## src/rtl/keystroke_pkg.sv

```systemverilog
// Shared opcodes, keystroke bit positions and FSM state encoding for the
// keystroke front-end.
package keystroke_pkg;

  localparam logic [1:0] OP_NOP   = 2'd0;
  localparam logic [1:0] OP_LOAD  = 2'd1;
  localparam logic [1:0] OP_MODE  = 2'd2;
  localparam logic [1:0] OP_CLEAR = 2'd3;

  localparam int KS_W      = 12;
  localparam int KS_COMMIT = 8;
  localparam int KS_MODE   = 9;
  localparam int KS_CLEAR  = 10;
  localparam int KS_PAUSE  = 11;

  typedef enum logic [1:0] {
    S_IDLE,
    S_RUN,
    S_PAUSE,
    S_CLEARING
  } state_t;

  typedef struct packed {
    logic [1:0] op;
    logic [7:0] data;
  } cmd_t;

endpackage

```

## src/rtl/key_debounce.sv

```systemverilog
// One keystroke bit: 2-flop synchroniser followed by a stability counter.
// The debounced bit flips after DEB_CYCLES consecutive differing samples.
module key_debounce #(
  parameter int DEB_CYCLES = 2
) (
  input  logic clk,
  input  logic rst,
  input  logic raw,
  output logic deb
);

  localparam int CW = (DEB_CYCLES < 2) ? 1 : $clog2(DEB_CYCLES);

  logic          sync1;
  logic          sync2;
  logic [CW-1:0] cnt;

  // cnt counts 0..DEB_CYCLES-1; the DEB_CYCLES-th differing sample flips deb.
  always_ff @(posedge clk) begin
    if (rst) begin
      sync1 <= 1'b0;
      sync2 <= 1'b0;
      cnt   <= '0;
      deb   <= 1'b0;
    end else begin
      sync1 <= raw;
      sync2 <= sync1;
      if (sync2 == deb) begin
        cnt <= '0;
      end else if (cnt == CW'(DEB_CYCLES - 1)) begin
        deb <= sync2;
        cnt <= '0;
      end else begin
        cnt <= cnt + 1'b1;
      end
    end
  end

endmodule

```

## src/rtl/keystroke_sequencer.sv

```systemverilog
// Keystroke front-end: debounces the raw vector, turns button/switch events
// into queued commands and issues them to the core under run/pause control.
module keystroke_sequencer
  import keystroke_pkg::*;
#(
  parameter int DEB_CYCLES = 2,
  parameter int FIFO_DEPTH = 4,
  localparam int AW = $clog2(FIFO_DEPTH),
  localparam int CW = AW + 1
) (
  input  logic          clk_raw,
  input  logic          rst,
  input  logic [11:0]   keystroke,
  output logic          cmd_valid,
  input  logic          cmd_ready,
  output logic [1:0]    cmd_op,
  output logic [7:0]    cmd_data,
  output logic          mode,
  output logic          paused,
  output logic          overflow,
  output logic [CW-1:0] fifo_count
);

  logic [KS_W-1:0] deb;
  logic            commit_q, mode_q, clear_q;
  logic            commit_rise, clear_rise, mode_chg, pause_lvl;

  for (genvar g = 0; g < KS_W; g++) begin : g_deb
    key_debounce #(.DEB_CYCLES(DEB_CYCLES)) u_deb (
      .clk (clk_raw),
      .rst (rst),
      .raw (keystroke[g]),
      .deb (deb[g])
    );
  end

  always_ff @(posedge clk_raw) begin
    if (rst) begin
      commit_q <= 1'b0;
      mode_q   <= 1'b0;
      clear_q  <= 1'b0;
    end else begin
      commit_q <= deb[KS_COMMIT];
      mode_q   <= deb[KS_MODE];
      clear_q  <= deb[KS_CLEAR];
    end
  end

  assign commit_rise = deb[KS_COMMIT] & ~commit_q;
  assign clear_rise  = deb[KS_CLEAR] & ~clear_q;
  assign mode_chg    = deb[KS_MODE] ^ mode_q;
  assign pause_lvl   = deb[KS_PAUSE];

  cmd_t          mem [FIFO_DEPTH];
  logic [AW-1:0] wr_ptr, rd_ptr;
  logic [CW-1:0] count, count_nxt;
  logic          pend_valid;
  logic [7:0]    pend_data;
  logic          overflow_q;
  state_t        state, state_nxt;

  logic          push_req, push_ok, pend_set, pend_clr, pend_drop;
  cmd_t          push_cmd;
  logic          full, valid_int, pop;

  // One push per cycle: MODE first, then a held LOAD, then a fresh LOAD.
  always_comb begin
    push_req  = 1'b0;
    push_cmd  = '0;
    pend_set  = 1'b0;
    pend_clr  = 1'b0;
    pend_drop = 1'b0;
    if (mode_chg) begin
      push_req = 1'b1;
      push_cmd = '{op: OP_MODE, data: {7'b0, deb[KS_MODE]}};
      if (commit_rise) begin
        if (pend_valid) pend_drop = 1'b1;
        else            pend_set  = 1'b1;
      end
    end else if (pend_valid) begin
      push_req = 1'b1;
      push_cmd = '{op: OP_LOAD, data: pend_data};
      pend_clr = 1'b1;
      if (commit_rise) pend_set = 1'b1;
    end else if (commit_rise) begin
      push_req = 1'b1;
      push_cmd = '{op: OP_LOAD, data: deb[7:0]};
    end
  end

  assign full      = (count == CW'(FIFO_DEPTH));
  assign valid_int = ((state == S_RUN) && (count != '0)) || (state == S_CLEARING);
  assign cmd_valid = valid_int & ~rst;
  assign pop       = cmd_valid & cmd_ready;
  assign push_ok   = push_req & (~full | pop);
  assign count_nxt = count + CW'(push_ok) - CW'(pop);

  always_ff @(posedge clk_raw) begin
    if (rst) begin
      wr_ptr     <= '0;
      rd_ptr     <= '0;
      count      <= '0;
      pend_valid <= 1'b0;
      pend_data  <= '0;
      overflow_q <= 1'b0;
      for (int i = 0; i < FIFO_DEPTH; i++) mem[i] <= '0;
    end else if (clear_rise) begin
      // Flush everything and leave CLEAR as the only entry.
      mem[0]     <= '{op: OP_CLEAR, data: 8'h00};
      rd_ptr     <= '0;
      wr_ptr     <= AW'(1);
      count      <= CW'(1);
      pend_valid <= 1'b0;
      overflow_q <= 1'b0;
    end else begin
      if (push_ok) begin
        mem[wr_ptr] <= push_cmd;
        wr_ptr      <= wr_ptr + 1'b1;
      end
      if (pop) rd_ptr <= rd_ptr + 1'b1;
      count <= count_nxt;
      if (pend_set) begin
        pend_valid <= 1'b1;
        pend_data  <= deb[7:0];
      end else if (pend_clr) begin
        pend_valid <= 1'b0;
      end
      if (pend_drop || (push_req && !push_ok)) overflow_q <= 1'b1;
    end
  end

  always_ff @(posedge clk_raw) begin
    if (rst) state <= S_IDLE;
    else     state <= state_nxt;
  end

  always_comb begin
    state_nxt = state;
    unique case (state)
      S_IDLE: begin
        if (pause_lvl)          state_nxt = S_PAUSE;
        else if (count != '0)   state_nxt = S_RUN;
      end
      S_RUN: begin
        if (pause_lvl)             state_nxt = S_PAUSE;
        else if (count_nxt == '0)  state_nxt = S_IDLE;
      end
      S_PAUSE: begin
        if (!pause_lvl) state_nxt = (count_nxt != '0) ? S_RUN : S_IDLE;
      end
      S_CLEARING: begin
        if (pop) begin
          if (pause_lvl)              state_nxt = S_PAUSE;
          else if (count_nxt != '0)   state_nxt = S_RUN;
          else                        state_nxt = S_IDLE;
        end
      end
      default: state_nxt = S_IDLE;
    endcase
    if (clear_rise) state_nxt = S_CLEARING;
  end

  assign cmd_op     = cmd_valid ? mem[rd_ptr].op   : OP_NOP;
  assign cmd_data   = cmd_valid ? mem[rd_ptr].data : 8'h00;
  assign mode       = deb[KS_MODE];
  assign paused     = (state == S_PAUSE);
  assign overflow   = overflow_q;
  assign fifo_count = count;

endmodule

```

## config.mk

```make
export PLATFORM = sky130hd
export DESIGN_NAME = keystroke_sequencer
export DESIGN_NICKNAME = d
export VERILOG_FILES = /design/src/rtl/keystroke_pkg.sv /design/src/rtl/key_debounce.sv /design/src/rtl/keystroke_sequencer.sv
export SDC_FILE = /design/constraint.sdc
export NUM_CORES = 1
export LEC_CHECK = 0
export ABC_AREA = 1
export CAP_MARGIN = 5
export CORE_MARGIN = 2
export CORE_UTILIZATION = 55
export DETAILED_ROUTE_END_ITERATION = 7
export PLACE_DENSITY_LB_ADDON = 0.05
export SLEW_MARGIN = 20
export SYNTH_ARGS = -nofsm -noshare
export SYNTH_HDL_FRONTEND = slang
export SYNTH_SLANG_ARGS = --single-unit
export TNS_END_PERCENT = 30
```

## constraint.sdc

```tcl
create_clock -name clk_raw -period 6.8 [get_ports clk_raw]
set_input_delay 0.68 -clock clk_raw [delete_from_list [all_inputs] [get_ports clk_raw]]
set_output_delay 0.68 -clock clk_raw [all_outputs]
set_load 0.01 [all_outputs]
```

==> results.sh <==
export IMPL_grt_max_degree=43
export IMPL_gp_congestion=0.833
export IMPL_crit_buf_inv=3
export IMPL_gr_usage_all_layers_pct=19.9
export IMPL_clkSinkCount=112
export IMPL_rows=34
export IMPL_antenna_left=0
export IMPL_area_growth_pct=11.5
export IMPL_die_area_sq_mm=0.00945
export IMPL_layout_setup_ws_ns=3.27
export IMPL_cts_clk_slew_worst_paths_ns=0.10
export IMPL_final_layout_size_suffix_gt1_share_pct=14.0
export IMPL_synth_top_area_share_pct=30.2
export IMPL_rsz0062_at_grt="false"
export IMPL_drc=0
export IMPL_synth_async_sr_flop_share_pct=0
export IMPL_worstSetupPathType="primary input to register"
export IMPL_root_buffer="clkbuf_8"
export IMPL_skew_ns=0.0140
export IMPL_critPathLaunchType="primary input"
export IMPL_cts_buffer_depth=2
export IMPL_cpMostUsedCell="nand2_1"
export IMPL_critPathSlowestCell="inv_1"
export IMPL_antenna_found_initial=0
export IMPL_num_antenna_cells=0
export IMPL_synth_distinct_cells=35
export IMPL_synth_nets=547
export IMPL_clock_fmax_mhz=284
export IMPL_fill_cells=746
export IMPL_grt_pass1_vias=3254
export IMPL_crit_path_cell_trace="clkdlybuf4s50_1 -> buf_4 -> inv_1 -> nand4_2 -> nand2_1 -> nand2_1 -> nand2_1"
export IMPL_crit_arrival_ns=3.54
export IMPL_setup_viol=0
export IMPL_post_drt_wl_per_cell_microns=13.2
export IMPL_yosysTopAreaCell="dfxtp_1"
export IMPL_tightest_slew_ns=0.923
export IMPL_cts_made_buffers=9
export IMPL_power_leakage_nw=2.08
export IMPL_finalCritPeriodShare_pct=51.8
export IMPL_wl_microns=8810
export IMPL_crit_family="simple AND/OR/NAND/NOR gates"
export IMPL_seq_area_frac_synth_pct=55.3
export IMPL_fin_setup_tns_ns=0
export IMPL_yosysWarnings=0
export IMPL_yosys_register_bits=112
export IMPL_cp_data_required_time_ns=6.82
export IMPL_cp_max_fo=42
export IMPL_place_ws_ns=2.85
export IMPL_utilization_pct=62.0
export IMPL_nets=571
export IMPL_die_w_microns=97.2
export IMPL_firstDrtPassIters=4
export IMPL_ctsResizeCount=0
export IMPL_end_kind="register"
export IMPL_dp_hpwl_microns=6270
export IMPL_vias=3435
export IMPL_final_max_slew_viol_count=0
export IMPL_ios=32
export IMPL_synth_cells=529
export IMPL_cts_tree="built"
export IMPL_power_density_mw_per_mm2=258
export IMPL_outcome="completed"
export IMPL_coreArea_sq_mm=0.00859
export IMPL_ir_drop_uv=148
export IMPL_power_mw=1.38
export IMPL_cts_hold_buffers_added=0
export IMPL_grt_ovfl_total=0
export IMPL_fp_dieH_microns=97.2
export IMPL_grt_pass1_wl_microns=15100
export IMPL_cp_slowest_stage_delay_ns=0.71
export IMPL_syn_area_sq_mm=0.00478
export IMPL_post_cts_setup_buffer_count=0
export IMPL_via_per_inst=5.16
export IMPL_initial_core_util_pct=55.6
export IMPL_maxCapViolations=0
export IMPL_port_buffers=31
export IMPL_final_hold_violation_count=0
export IMPL_min_path_type="register to register"
export IMPL_yosys_top_cells_area="dfxtp_1, edfxtp_1, nor2_1"
export IMPL_clock_latency_ns=0.36
export IMPL_finalCriticalPeriod_ns=3.53
export IMPL_synth_edf_count=40
export IMPL_relSlewSlack_pct=38.4
export IMPL_synth_avg_cell_area_sq_um=9.04
export IMPL_h_tree_depth=3
export IMPL_yosys_most_used_dff="dfxtp_1"
export IMPL_drtIter0Drc=112
-- layout make-up --
class,count,area [sq um],area share (%)
clock inverter,5,62.6,1.17
sequential,112,2640,49.6
inverter,85,319,5.99
timing repair buffer,32,318,5.96
multi-input combinational,313,1710,32.1
clock buffer,11,141,2.65
tap,108,135,2.54
-- metrics by stage --
stage | hold slack [ns] | cells | instance area [sq um]
after floorplan | 0.388 | 529 | 4780
after global placement | 0.390 | 650 | 5130
after detailed placement | 0.394 | 650 | 5130
after CTS | 0.408 | 666 | 5330
after global routing | 0.421 | 666 | 5330
final | 0.406 | 666 | 5330
-- tightest hold or removal path, cell delays in order (launching register included) --
cell and delay (ns):
dfxtp_1 0.31, inv_1 0.04, nor2_1 0.03
-- power by group --
group          total, mW  internal, mW  switching (mW)
registers          0.767         0.739          0.0287
logic              0.209        0.0766           0.132
clock network      0.400         0.184           0.217
-- cell families after synthesis --
group | count (synthesis) | share of synthesized area [%]
xor+xnor | 2 | 0.367
fa+ha+maj | 3 | 0.942
compound gates | 120 | 13.2
buf+inv | 104 | 8.90
flops | 112 | 55.3
simple gates | 188 | 21.3
-- sequential cells by signal, indices dropped and copies added, names as in the netlist, named ones only --
register,flops
mem,40
mode_q,1
g_deb.u_deb.sync2,12
pend_valid,1
clear_q,1
rd_ptr,2
g_deb.u_deb.sync1,12
g_deb.u_deb.cnt,12
pend_data,8
commit_q,1
wr_ptr,2
overflow,1
fifo_count,3
g_deb.u_deb.deb,12
state,2
-- final timing paths --
| check | start | cells past startpoint | to | slack [ns] |
|---|---|---|---|---|
| worst max-delay path | rst | 7 | mem[0][6]$_SDFFCE_PN0P_ | 3.27 |
| worst min-delay path | g_deb[11].u_deb.sync1$_SDFF_PP0_ | 2 | g_deb[11].u_deb.sync2$_SDFF_PP0_ | 0.41 |
| worst max register to register | fifo_count[1]$_SDFF_PP0_ | 17 | state[0]$_SDFFE_PP0P_ | 3.94 |
| worst min register to register | g_deb[11].u_deb.sync1$_SDFF_PP0_ | 2 | g_deb[11].u_deb.sync2$_SDFF_PP0_ | 0.41 |
-- cell usage in the layout, fill, tap and decap left out, types with 8 or more instances in the layout --
cell / synthesis / routed
nor2_1: 92 / 92
inv_1: 76 / 76
dfxtp_1: 72 / 72
o21ai_0: 63 / 62
a21oi_1: 47 / 47
edfxtp_1: 40 / 40
nand2_1: 31 / 31
clkdlybuf4s50_1: 0 / 31
nor2_2: 19 / 19
nor3_2: 10 / 10
nand3_1: 10 / 10
clkbuf_8: 0 / 10
inv_2: 8 / 8
-- cell usage after synthesis (4+ instances only) --
| cell type | instances |
|---|---|
| o21ai_0 | 63 |
| nor2_4 | 5 |
| a211oi_1 | 4 |
| nand3_1 | 10 |
| nor2_2 | 19 |
| nor2_1 | 92 |
| dfxtp_1 | 72 |
| a21oi_1 | 47 |
| nor3_2 | 10 |
| inv_2 | 8 |
| inv_1 | 76 |
| clkbuf_1 | 11 |
| nand3_2 | 7 |
| nand2_1 | 31 |
| edfxtp_1 | 40 |
-- routing by layer --
metal | GRT usage, % | vias to the layer above | part of all wire, %
met4 | 6.09 | 0 | 1.8
met5 | 0 | - | 0
met2 | 34.0 | 73 | 49
met1 | 25.6 | 1585 | 45
li1 | - | 1763 | -
met3 | 3.88 | 14 | 3.8
(Power assumes the default switching activity.)
